## src/rtl/dm_access_unit.sv

```systemverilog
`default_nettype none
// ============================================================================
// Module      : dm_access_unit
// Description : Load/store access unit between a CPU request/response port and
//               a word-wide, combinationally-read data memory. Handles byte,
//               half and word accesses with alignment checking, sign/zero
//               extension of loads and read-modify-write for sub-word stores.
//
// Ports
//   clk, reset       : clock, synchronous active-high reset
//   req_valid/ready  : request handshake (ready only while idle)
//   req_we           : 1 = store, 0 = load
//   req_size         : 00 byte, 01 half, 10 word, 11 reserved (error)
//   req_sign         : sign-extend loads when 1
//   req_addr         : byte address
//   req_wdata        : right-aligned store data
//   resp_valid/ready : response handshake
//   resp_rdata       : extended load data (0 for stores and errors)
//   resp_err         : misaligned or reserved-size request
//   dm_addr          : word-aligned memory address (0 when not accessing)
//   dm_wd, dm_we     : memory write word and write enable
//   dm_rd            : memory read word, combinational from dm_addr
//
// Revision    : 1.0 - initial release
// ============================================================================
module dm_access_unit (
    input  logic        clk,
    input  logic        reset,
    input  logic        req_valid,
    output logic        req_ready,
    input  logic        req_we,
    input  logic [1:0]  req_size,
    input  logic        req_sign,
    input  logic [31:0] req_addr,
    input  logic [31:0] req_wdata,
    output logic        resp_valid,
    input  logic        resp_ready,
    output logic [31:0] resp_rdata,
    output logic        resp_err,
    output logic [31:0] dm_addr,
    output logic [31:0] dm_wd,
    output logic        dm_we,
    input  logic [31:0] dm_rd
);

    localparam logic [1:0] c_IDLE  = 2'd0;
    localparam logic [1:0] c_READ  = 2'd1;
    localparam logic [1:0] c_WRITE = 2'd2;
    localparam logic [1:0] c_RESP  = 2'd3;

    localparam logic [1:0] c_SIZE_BYTE = 2'b00;
    localparam logic [1:0] c_SIZE_HALF = 2'b01;
    localparam logic [1:0] c_SIZE_WORD = 2'b10;
    localparam logic [1:0] c_SIZE_RSVD = 2'b11;

    logic [1:0]  r_state;
    logic        r_we;
    logic [1:0]  r_size;
    logic        r_sign;
    logic [31:0] r_addr;
    logic [31:0] r_wdata;
    logic [31:0] r_buf;
    logic [31:0] r_rdata;
    logic        r_err;

    logic        w_req_err;
    logic [7:0]  w_lane_byte;
    logic [15:0] w_lane_half;
    logic [31:0] w_load;
    logic [31:0] w_merge;
    logic [31:0] w_word_addr;

    // Alignment/size check is done on the live request so the error path can
    // skip memory entirely and respond one cycle after acceptance.
    always_comb begin
        w_req_err = 1'b0;
        if (req_size == c_SIZE_RSVD)
            w_req_err = 1'b1;
        else if (req_size == c_SIZE_HALF && req_addr[0])
            w_req_err = 1'b1;
        else if (req_size == c_SIZE_WORD && req_addr[1:0] != 2'b00)
            w_req_err = 1'b1;
    end

    // Load extraction works directly on dm_rd in READ so the result is ready
    // to be registered at the same edge the buffer is captured.
    always_comb begin
        w_lane_byte = dm_rd[{r_addr[1:0], 3'b000} +: 8];
        w_lane_half = dm_rd[{r_addr[1], 4'b0000} +: 16];
        case (r_size)
            c_SIZE_BYTE: w_load = {{24{r_sign & w_lane_byte[7]}}, w_lane_byte};
            c_SIZE_HALF: w_load = {{16{r_sign & w_lane_half[15]}}, w_lane_half};
            default:     w_load = dm_rd;
        endcase
    end

    // Sub-word stores replace only the addressed lanes of the word read back
    // in READ; word stores write the store data unchanged.
    always_comb begin
        w_merge = r_buf;
        case (r_size)
            c_SIZE_BYTE: w_merge[{r_addr[1:0], 3'b000} +: 8] = r_wdata[7:0];
            c_SIZE_HALF: w_merge[{r_addr[1], 4'b0000} +: 16] = r_wdata[15:0];
            default:     w_merge = r_wdata;
        endcase
    end

    assign w_word_addr = {r_addr[31:2], 2'b00};

    always_ff @(posedge clk) begin
        if (reset) begin
            r_state <= c_IDLE;
            r_we    <= 1'b0;
            r_size  <= 2'b00;
            r_sign  <= 1'b0;
            r_addr  <= 32'd0;
            r_wdata <= 32'd0;
            r_buf   <= 32'd0;
            r_rdata <= 32'd0;
            r_err   <= 1'b0;
        end else begin
            case (r_state)
                c_IDLE: begin
                    if (req_valid) begin
                        r_we    <= req_we;
                        r_size  <= req_size;
                        r_sign  <= req_sign;
                        r_addr  <= req_addr;
                        r_wdata <= req_wdata;
                        r_rdata <= 32'd0;
                        r_err   <= w_req_err;
                        if (w_req_err)
                            r_state <= c_RESP;
                        else if (req_we && req_size == c_SIZE_WORD)
                            r_state <= c_WRITE;
                        else
                            r_state <= c_READ;
                    end
                end
                c_READ: begin
                    r_buf <= dm_rd;
                    if (r_we) begin
                        r_state <= c_WRITE;
                    end else begin
                        r_rdata <= w_load;
                        r_state <= c_RESP;
                    end
                end
                c_WRITE: begin
                    r_state <= c_RESP;
                end
                default: begin
                    // Returning to IDLE only; the next request is sampled on
                    // the following edge.
                    if (resp_ready)
                        r_state <= c_IDLE;
                end
            endcase
        end
    end

    assign req_ready  = (r_state == c_IDLE);
    assign resp_valid = (r_state == c_RESP);
    assign resp_rdata = r_rdata;
    assign resp_err   = r_err;

    assign dm_addr = (r_state == c_READ || r_state == c_WRITE) ? w_word_addr : 32'd0;
    assign dm_wd   = (r_state == c_WRITE) ? w_merge : 32'd0;
    // Gated by reset so a store caught in WRITE by a reset never reaches memory.
    assign dm_we   = (r_state == c_WRITE) && !reset;

endmodule
`default_nettype wire

```

## config.mk

```make
export PLATFORM = sky130hd
export DESIGN_NAME = dm_access_unit
export DESIGN_NICKNAME = d
export VERILOG_FILES = /design/src/rtl/dm_access_unit.sv
export SDC_FILE = /design/constraint.sdc
export NUM_CORES = 1
export LEC_CHECK = 0
export ABC_AREA = 1
export BUFFER_PORTS_ARGS = -buffer_cell sky130_fd_sc_hd__buf_2
export CAP_MARGIN = 25
export CORE_UTILIZATION = 47
export DETAILED_ROUTE_END_ITERATION = 10
export PLACE_DENSITY = 0.82
export RECOVER_POWER = 25
export SLEW_MARGIN = 15
export SYNTH_ARGS = -nofsm -noshare
export SYNTH_HDL_FRONTEND = slang
export SYNTH_SLANG_ARGS = --single-unit
```

## constraint.sdc

```tcl
create_clock -name clk -period 1.64 [get_ports clk]
set_input_delay 0 -clock clk [delete_from_list [all_inputs] [get_ports clk]]
set_output_delay 0 -clock clk [all_outputs]
set_load 0.02 [all_outputs]
```

## After elaboration in Yosys (flattened, before gate mapping)

Index checks and enable logic that the tools add are counted.

| storage, ports and cells | value |
|---|---|
| flip-flop bits (word level) | 135 |
| output and inout port bits | 100 |
| logic and storage cells | 60 |

| cells by class | value |
|---|---|
| add/subtract/negate cells | 2 |
| equal/unequal tests | 9 |
| shift operators | 6 |
| mux-type cells | 18 |
| bitwise logic cells | 2 |
| reductions and logical operators | 14 |

Operators with widths:

| cell | number |
|---|---|
| 32-bit case mux with 2 select lines | 3 |
| 32-bit two-way mux | 4 |
| 32-bit bitwise mux | 2 |
| 16-bit by 7-bit variable shift with 32-bit output, first input constant | 1 |
| 8-bit by 7-bit variable shift with 32-bit output, first input constant | 1 |
| 16-bit by 7-bit variable part select with 32-bit output | 1 |
| 32-bit by 6-bit variable part select with 16-bit output | 1 |
| 32-bit by 6-bit variable part select with 8-bit output | 1 |
| 8-bit by 7-bit variable part select with 32-bit output | 1 |
| 5-bit negator with 7-bit output | 2 |
| 2-bit == test, second input constant | 4 |
| 2-bit two-way mux | 4 |
| 2-bit by 1-bit == test with 1-bit output, second input constant | 3 |
| 2-bit case mux with 3 select lines | 1 |
| 1-bit logical AND | 4 |
| 2-bit logical NOT | 2 |
| 1-bit two-way mux | 4 |
| 2-bit inequality test, second input constant | 2 |
| 2-bit AND reduction | 2 |
| 2-bit nonzero test | 2 |
| 4-bit nonzero test | 1 |
| 3-bit AND reduction | 1 |
| 1-bit bitwise AND | 2 |
| 1-bit logical NOT | 1 |
| 1-bit logical OR | 1 |

## Depth between registers and ports, before layout

| depth | value |
|---|---|
| depth after elaboration | 8 |
| gate-level depth with buffers | 12 |
| mapped depth without buffers | 10 |

## Worst setup path after synthesis

No wires, ideal clock.

| timing | value |
|---|---|
| path kind | reg2out |
| from | register r_addr[1] |
| to | output dm_wd[1] |
| data arrival time | 2.032 ns |
| slack | -0.392 ns |
| cell stages (with the launch flop) | 10 |
| cells stage by stage | dfxtp_1 -> buf_2 -> inv_2 -> clkbuf_1 -> ha_1 -> inv_1 -> nand3_1 -> inv_1 -> nand3_1 -> a211oi_1 |

| on the way | value |
|---|---|
| longest elaborated chain between the ends | 5 |

RTL lines:

| item | line | text |
|---|---|---|
| from (decl) | 60 | `logic [31:0] r_addr;` |
| from (signal assigned) | 128 | `r_addr <= req_addr;` |
| 5-bit negator with 7-bit output (on tied branches) | 103, 102 |  |
| 16-bit by 7-bit variable part select with 32-bit output, or another cell as far along | 103 | `c_SIZE_HALF: w_merge[{r_addr[1], 4'b0000} +: 16] = r_wdata[15:0];` |
| 32-bit bitwise mux (on tied branches) | 103, 102 |  |
| 32-bit case mux with 2 select lines (*) | 101 | `case (r_size)` |
| 32-bit two-way mux (*) | 168 | `assign dm_wd = (r_state == c_WRITE) ? w_merge : 32'd0;` |
| to (decl) | 41 | `output logic [31:0] dm_wd,` |

Mark *: on every way between the ends. The rest lies on a longest branch, timed or not.

## Worst setup path after layout

| timing | value |
|---|---|
| from | register r_addr[0] |
| to | output dm_wd[16] |

| on the way | value |
|---|---|
| longest elaborated chain between the ends | 5 |

RTL lines:

| item | line | text |
|---|---|---|
| 5-bit negator with 7-bit output (*) | 102 | `c_SIZE_BYTE: w_merge[{r_addr[1:0], 3'b000} +: 8] = r_wdata[7:0];` |
| 8-bit by 7-bit variable part select with 32-bit output or 8-bit by 7-bit variable shift with 32-bit output (tied branches) | 102 |  |
| 32-bit bitwise mux (*) | 102 |  |
| 32-bit case mux with 2 select lines (*) | 101 |  |
| 32-bit two-way mux (*) | 168 |  |

Marks and branches as above.

==> flow_summary_export.csv <==
group,metric,value,unit
grt,grt.overflow.total,0,
timing,setup_viol,117,
run,drv_cap,0,
routing,finalWirelength,31.2,mm
routing,drc,0,
finish,fin_util,80.2,%
clock_network,cts-root-buf,"clkbuf_16",
yosys,synth_area,7010,µm²
setup_path,worst_r2r_startpoint,"r_state[1]",
die,core,14500,µm²
finish,drive_gt1_share,36.1,%
routing,drt_iter0_markers,998,
die,initial_core_util,48.2,%
placed_design,port_buffers,201,
routing,wire_per_inst,20.1,µm
die,io_pins,204,
clock_network,numCtsBuffers,17,
clock_network,cts_tree,"done",
yosys,synth-edff-count,0,
die,die_w,124,µm
timing,max_slew_margin,65.5,%
outcome,outcome,"finished with violations",
yosys,yosys_warnings,0,
yosys,synth.area.top_cells,"dfxtp_1, nand2_1, o21ai_0",
setup_path,path_class,"register to output port",
setup_path,reg2reg_depth,6,
pwr,leakagePower,4.93,nW
timing,worst_pin_slew,0.517,ns
routing,num_vias,9214,
yosys,synth-seq-cells,135,
die,row_count,44,
grt,grt_pass1_wl,41.2,mm
hold_path,hold_path_class,"input port to register",
timing,finalMaxSlewViolations,0,
clock_network,clk_latency,0.43,ns
hold_path,min_delay_worst_endpoint,"r_buf[7]",
grt,grt_usage,35.0,%
yosys,yosysTopAreaCell,"dfxtp_1",
routing,first_pass_iters,7,
die,dieArea,15400,µm²
setup_path,worstPathArrival,2.11,ns
routing,ant_nets,0,
clock_network,cts_max_level,4,
finish,multi_input_area,4680,µm²
grt,antenna_found_initial,2,
placed_design,placed_cells,1404,
hold_path,whs_path_depth,5,
yosys,synth_ff_type,"dfxtp_1",
finish,fill_cells,840,
setup_path,end_kind,"output port",
setup_path,start_kind,"register",
yosys,avgSynthCellArea,6.65,µm²
setup_path,required,1.64,ns
placed_design,detailed_place_hpwl,16.2,mm
pwr,vdd_ir_drop_max,1.03,mV
placed_design,gp_congestion,0.933,
die,fp.dieH,124,µm
hold_path,worstHoldStart,"reset",
clock_network,ctsLongestPathBuffers,2,
finish,fin_cells,1553,
yosys,synth_cells,1054,
yosys,netlist.area_leader.share,38.6,%
setup_path,worst-r2r-setup-slack,-0.09,ns
yosys,synth.most_common_cell,"nand2_1",
finish,final_nets,1471,
timing,fin_crit,2.11,ns
outcome,violations,"negative setup slack",
yosys,netlist_top_cells_count,"nand2_1, nor2_1, o21ai_0",
routing,vias_per_cell,5.93,
clock_network,cts.sinks,135,
pwr,power_density,1580,nW/µm²
setup_path,timing.rr.end,"r_buf[6]",
yosys,ys_seq_area_share,38.6,%
grt,grt_max_degree,103,
finish,seqCellArea,2710,µm²
timing,rsz0062_at_grt,"yes",
timing,layout_setup_ws,-0.473,ns
timing,hold_viol,0,
timing,fin_worst_skew,0.00744,ns
finish,syn_to_final_growth,66.4,%
grt,grt_pass1_vias,8248,
setup_path,crit_start,"r_addr[0]",
timing,max_freq,473,MHz
clock_network,clk_pin_slew,0.05,ns
yosys,synthArstFlopShare,0,%
timing,finalCritPeriodShare,129,%
setup_path,cp_max_fo,7,
yosys,synthDistinctLibCells,37,
[logic make-up after synthesis]
family / after synthesis / synth area share (%)
simple gates: 384 / 22.4
compound gates: 338 / 26.5
buf+inv: 187 / 10.8
flops: 135 / 38.6
fa+ha+maj: 9 / 1.61
other cells: 1 / 0.0535
[placed cells by master, fill, tap and decap left out, drive strengths merged, types with 7 or more instances in the layout]
cell type,instances
nand2,204
o211ai,8
dlygate4sd3,102
nand3,28
inv,112
o21a,7
buf,214
nor2,143
o22ai,24
clkbuf,63
dfxtp,135
a21oi,130
or2,7
ha,9
a31oi,18
o21ai,137
[cell type report]
class / count / share of cell area (%)
clock inverters: 4 / 0.601
multi-input cells: 734 / 40.1
inverters: 113 / 3.94
clock buffers: 24 / 4.22
repair buffers: 357 / 25.9
diodes: 2 / 0.0429
well taps: 184 / 1.97
flip-flops and latches: 135 / 23.3
[flip-flops by register name, summed over array words and instances, names as in the netlist]
| signal | flops |
|---|---|
| r_addr | 32 |
| r_sign | 1 |
| r_wdata | 32 |
| resp_err | 1 |
| r_state | 2 |
| r_size | 2 |
| r_we | 1 |
| resp_rdata | 32 |
| r_buf | 32 |
[where the power goes]
part,total [mW],switching [mW],internal (mW)
Combinational,9.55,5.79,3.76
Sequential,5.05,0.891,4.16
Clock,3.78,1.42,2.36
Total,18.4,8.10,10.3
[stage by stage]
stage          TNS [ns]  hold slack (ns)  setup slack [ns]  power (mW)  instance area [µm²]
2_1_floorplan    -0.117            0.135           -0.0348        9.34                 7410
3_3_place_gp          0            0.247            0.0235        11.2                 8660
3_5_place_dp          0            0.254            0.0219        11.3                 8660
4_1_cts           -8.80            0.107            -0.391        15.9                10700
5_1_grt          -24.92            0.138            -0.517        19.1                11700
6_report         -15.23           0.0808            -0.473        18.4                11700
[timing repair]
| action | in CTS | in global routing |
|---|---|---|
| hold buffers | 102 | 0 |
| hold endpoints to repair | 106 | 0 |
| gates resized for setup | 86 | 259 |
| pin swaps | 17 | 48 |
| endpoints found under the setup margin | 35 | 120 |
| buffers inserted | 3 | 5 |
| cloned | 3 | 6 |
[worst max-delay path, cell delays in order (launching register included)]
cell     delay [ns]
dfxtp_2        0.36
inv_4          0.06
ha_4           0.27
inv_4          0.04
nor2_4         0.16
nand3_4        0.19
o22ai_4        0.22
nand2_2        0.09
a31oi_4        0.15
buf_6          0.14
[metal layers]
metal	vias up	GRT usage, %	part of all wire (%)
met5	-	0	0
met4	0	19.1	6.7
met3	202	9.43	11
met2	779	58.8	47
met1	4163	40.2	35
li1	4070	-	-
[worst max-delay path by stage]
stage,to,slack [ns],cells after the start
after floorplan,dm_wd[3],-0.03,8
after global placement,dm_wd[3],0.02,8
after detailed placement,dm_wd[3],0.02,8
after CTS,dm_wd[19],-0.39,9
after global routing,dm_wd[16],-0.52,9
final,dm_wd[16],-0.47,9
No activity file was read; power rests on OpenSTA's default activity.
